`src/rtl/controller_sequencer.sv`:
```
// SAP-1 control unit: one-hot T1..T6 ring counter plus microinstruction decoder
// producing the W-bus control word for LDA, ADD, SUB, OUT and HLT.
module controller_sequencer (
    input  logic       clk,
    input  logic       rst_n,
    input  logic       run,
    input  logic [3:0] opcode,
    output logic       cp,
    output logic       ep,
    output logic       lm,
    output logic       ce,
    output logic       li,
    output logic       ei,
    output logic       la,
    output logic       ea,
    output logic       su,
    output logic       eu,
    output logic       lb,
    output logic       lo,
    output logic       hlt,
    output logic [5:0] t_state
);

    localparam logic [3:0] OP_LDA = 4'b0000;
    localparam logic [3:0] OP_ADD = 4'b0001;
    localparam logic [3:0] OP_SUB = 4'b0010;
    localparam logic [3:0] OP_OUT = 4'b1110;
    localparam logic [3:0] OP_HLT = 4'b1111;

    typedef enum logic [5:0] {
        T1 = 6'b000001,
        T2 = 6'b000010,
        T3 = 6'b000100,
        T4 = 6'b001000,
        T5 = 6'b010000,
        T6 = 6'b100000
    } ring_e;

    ring_e state_q, state_d;
    logic  hlt_q, hlt_d;

    always_ff @(posedge clk) begin
        if (!rst_n) begin
            state_q <= T1;
            hlt_q   <= 1'b0;
        end else begin
            state_q <= state_d;
            hlt_q   <= hlt_d;
        end
    end

    always_comb begin
        state_d = state_q;
        hlt_d   = hlt_q;
        if (run && !hlt_q) begin
            // HLT parks the ring at T4 for good; only reset releases it.
            if (state_q == T4 && opcode == OP_HLT) begin
                hlt_d = 1'b1;
            end else begin
                case (state_q)
                    T1:      state_d = T2;
                    T2:      state_d = T3;
                    T3:      state_d = T4;
                    T4:      state_d = T5;
                    T5:      state_d = T6;
                    default: state_d = T1;
                endcase
            end
        end
    end

    always_comb begin
        cp = 1'b0;
        ep = 1'b0;
        lm = 1'b0;
        ce = 1'b0;
        li = 1'b0;
        ei = 1'b0;
        la = 1'b0;
        ea = 1'b0;
        su = 1'b0;
        eu = 1'b0;
        lb = 1'b0;
        lo = 1'b0;
        // Pausing, halting or reset silence every strobe so nothing repeats.
        if (rst_n && run && !hlt_q) begin
            case (state_q)
                T1: begin
                    ep = 1'b1;
                    lm = 1'b1;
                end
                T2: cp = 1'b1;
                T3: begin
                    ce = 1'b1;
                    li = 1'b1;
                end
                T4: begin
                    if (opcode == OP_LDA || opcode == OP_ADD || opcode == OP_SUB) begin
                        ei = 1'b1;
                        lm = 1'b1;
                    end else if (opcode == OP_OUT) begin
                        ea = 1'b1;
                        lo = 1'b1;
                    end
                end
                T5: begin
                    if (opcode == OP_LDA) begin
                        ce = 1'b1;
                        la = 1'b1;
                    end else if (opcode == OP_ADD || opcode == OP_SUB) begin
                        ce = 1'b1;
                        lb = 1'b1;
                    end
                end
                T6: begin
                    if (opcode == OP_ADD || opcode == OP_SUB) begin
                        eu = 1'b1;
                        la = 1'b1;
                        su = (opcode == OP_SUB);
                    end
                end
                default: ;
            endcase
        end
    end

    assign hlt     = hlt_q;
    assign t_state = state_q;

endmodule

```
`config.mk`:
```
export PLATFORM = sky130hd
export DESIGN_NAME = controller_sequencer
export DESIGN_NICKNAME = d
export VERILOG_FILES = /design/src/rtl/controller_sequencer.sv
export SDC_FILE = /design/constraint.sdc
export NUM_CORES = 1
export LEC_CHECK = 0
export CORE_MARGIN = 10
export CORE_UTILIZATION = 30
export DETAILED_ROUTE_END_ITERATION = 12
export PLACE_DENSITY_LB_ADDON = 0.25
export SKIP_CTS_REPAIR_TIMING = 1
export SYNTH_ARGS = -nofsm -noshare
export SYNTH_HDL_FRONTEND = slang
export SYNTH_SLANG_ARGS = --single-unit
```
`constraint.sdc`:
```
create_clock -name clk -period 2.4 [get_ports clk]
set_input_delay 0.48 -clock clk [delete_from_list [all_inputs] [get_ports clk]]
set_output_delay 0.48 -clock clk [all_outputs]
set_load 0.01 [all_outputs]
```
==> summary.md <==
| Metric | Value |
|---|---|
| Status | `completed` |
| P per Cell Area | `338.8 nW/um^2` |
| Root Buffer | `clkbuf_4` |
| Leakage Power | `0.6062 nW` |
| Syn. warnings | `0` |
| Global-route wire length before repair | `3456 um` |
| Initial core utilization | `0.3188` |
| Post-synth top area share | `0.2545` |
| Unrepaired setup endpoints after global routing | `no` |
| Initial antenna violation count | `0` |
| Avg Vias per Cell | `4.818` |
| # clock sinks | `7` |
| Syn nets | `83` |
| Port Buffers | `25` |
| Fin nets | `126` |
| Clock Skew | `8.061 ps` |
| Post-synth EDFFs | `0` |
| Worst slew pin tran | `429.8 ps` |
| Antenna cells | `0` |
| CP required | `1920 ps` |
| Critical-path cell list | `or4_4 > or3b_4 > o22ai_1 > dlymetal6s2s_1` |
| DR pass1 iterations | `4` |
| Max cap viols | `0` |
| Crit-path max cell delay | `530 ps` |
| Most used DFF post-synth | `dfxtp_1` |
| Pin count of the biggest net entering global routing | `11` |
| Buf/Inv on CP | `1` |
| Worst slack, placed | `-463.2 ps` |
| Synth top cells by count | `nor2_1, nand2_1, dfxtp_1` |
| Final period utilization | `0.9583` |
| Largest cells by area after synthesis | `dfxtp_1, nor2_1, nand2_1, nand3_1, o31ai_4` |
| Worst Setup Slack, final | `99.96 ps` |
| GRT Util Overall | `0.1055` |
| Layout cells sized above 1 | `0.2542` |
| Synth Cell Area | `550.5 um^2` |
| CTS H-tree lvls | `1` |
| Worst setup SP type | `flop` |
| TritonCTS clock tree | `built` |
| Period minus WS final | `2300 ps` |
| Final Hold Violating Endpoints | `0` |
| Die Span X | `62.84 um` |
| Worst hold path type | `reg2reg` |
| Crit Path Class | `reg2out` |
| Flops & latches, synth | `7` |
| Gpl congestion | `0.8264` |
| Slew headroom | `0.7134` |
| Design area | `1013 um^2` |
| HPWL Detailed | `1657 um` |
| Post-route DRC | `0` |
| Final Max Slew Viols | `0` |
| Area grow syn2layout | `84.09%` |
| Core region area | `1727 um^2` |
| Library cells used by synthesis | `32` |
| Die Y | `62.84 um` |
| Later-pin clock latency in the skew report | `260 ps` |
| Vias | `689` |
| CP max stage cell | `or4_4` |
| Top-level I/O count | `26` |
| R2r setup slk | `540 ps` |
| Clock slew at reported path FFs | `50 ps` |
| Clock buffer count from CTS | `3` |
| Critical Path End Type | `primary output` |
| Vias in the first global route | `744` |
| CP max FO | `3` |
| Die area | `3948 um^2` |
| Most numerous cell in the Yosys netlist | `nor2_1` |
| Post-synthesis cell count | `76` |
| Yosys top cell by area | `dfxtp_1` |
| Initial drt markers | `10` |
| Avg Cell Area, Syn | `7.244 um^2` |
| Crit path max-delay family | `simple AND/OR/NAND/NOR gates` |
| Setup-failing EPs final | `0` |
| WL per Instance | `14.77 um` |
| Power Total | `343.3 uW` |
| Setup tns final | `0 ps` |
| CP arrival | `1820 ps` |
| Overflow after GRT | `0` |
| Share of synthesized registers carrying an async set or reset | `0` |
| Share of the yosys chip area belonging to registers | `0.2545` |
| Fmax | `434.8 MHz` |
| # rows | `15` |
| IR drop worst, VDD | `0.0002517 V` |
| Placed Area | `939.7 um^2` |
| Final antenna-violating net count | `0` |
| Clock Path Buffers | `2` |
| WL final | `2112 um` |
-- stage by stage --
step,hold slack (ps),utilization,instances
6_report,534.9,0.5870,143
5_1_grt,571.1,0.5870,143
4_1_cts,536.6,0.5594,143
3_5_place_dp,522.3,0.5442,139
3_3_place_gp,494.5,0.5442,139
2_1_floorplan,524.4,-,76
-- report_power, final --
group	total [mW]	switching [mW]	internal [mW]
sequential	0.124	0.00270	0.121
combinational	0.109	0.0518	0.0568
clock	0.111	0.0470	0.0636
-- cells by family (layout without fill, tap and decap cells) --
| kind of cell | Yosys count | count (layout) | share of synthesized area |
|---|---|---|---|
| and+or+nand+nor | 44 | 44 | 0.4318 |
| AOI/OAI and AO/OA | 16 | 16 | 0.2341 |
| buffers and inverters | 8 | 50 | 0.06363 |
| DFF | 7 | 7 | 0.2545 |
| xor gates and xnor gates | 1 | 1 | 0.01591 |
-- layer usage --
layer / part of all wire / GRT usage
met5: 0 / 0
met3: 0.042 / 0.04122
met2: 0.49 / 0.1821
met1: 0.45 / 0.1059
met4: 0.023 / 0.05866
-- worst reg2reg max path: cells and delay by family, from the launching register on --
family / cells / cell delay [ps]
AOI/OAI and AO/OA: 2 / 520
buffers and inverters: 2 / 280
DFF: 1 / 300
and+or+nand+nor: 2 / 660
-- layout by cell type, fill, tap and decap left out --
cell type,n
nor2b_1,3
o31ai_4,1
a31o_2,1
clkbuf_4,3
and2b_1,2
clkdlybuf4s50_1,12
and3_1,1
a21oi_1,2
a221oi_2,1
xor2_1,1
o21bai_1,1
nor4b_2,1
o21ai_0,4
clkbuf_1,1
nand3_1,5
clkbuf_2,1
or3_1,2
or4_4,2
inv_1,4
nor3_1,4
o211a_1,1
nand4b_1,1
o22ai_1,1
or3b_4,1
nand2b_1,2
a211oi_1,1
nor4_2,2
nor2_1,10
buf_4,17
o31ai_1,2
o211ai_1,1
dlymetal6s2s_1,12
dfxtp_1,7
nand2_1,8
-- registers in the layout, indices dropped and copies added (netlist names) --
name and cells:
hlt 1, t_state 6
-- worst paths after layout --
kind,end,from,cells after the start
worst max-delay path,lm,t_state[4],4
worst min-delay path,hlt,hlt,2
worst max register to register,t_state[1],t_state[4],6
worst min register to register,hlt,hlt,2
-- cell type report --
cell class | instances | area (um^2)
clock buffers | 4 | 26.28
fillers | 185 | 713.2
inverters | 4 | 15.01
multi-input cells | 61 | 397.9
flip-flops and latches | 7 | 140.1
well taps | 25 | 31.28
repair buffers | 42 | 402.9
(Power assumes the default switching activity.)
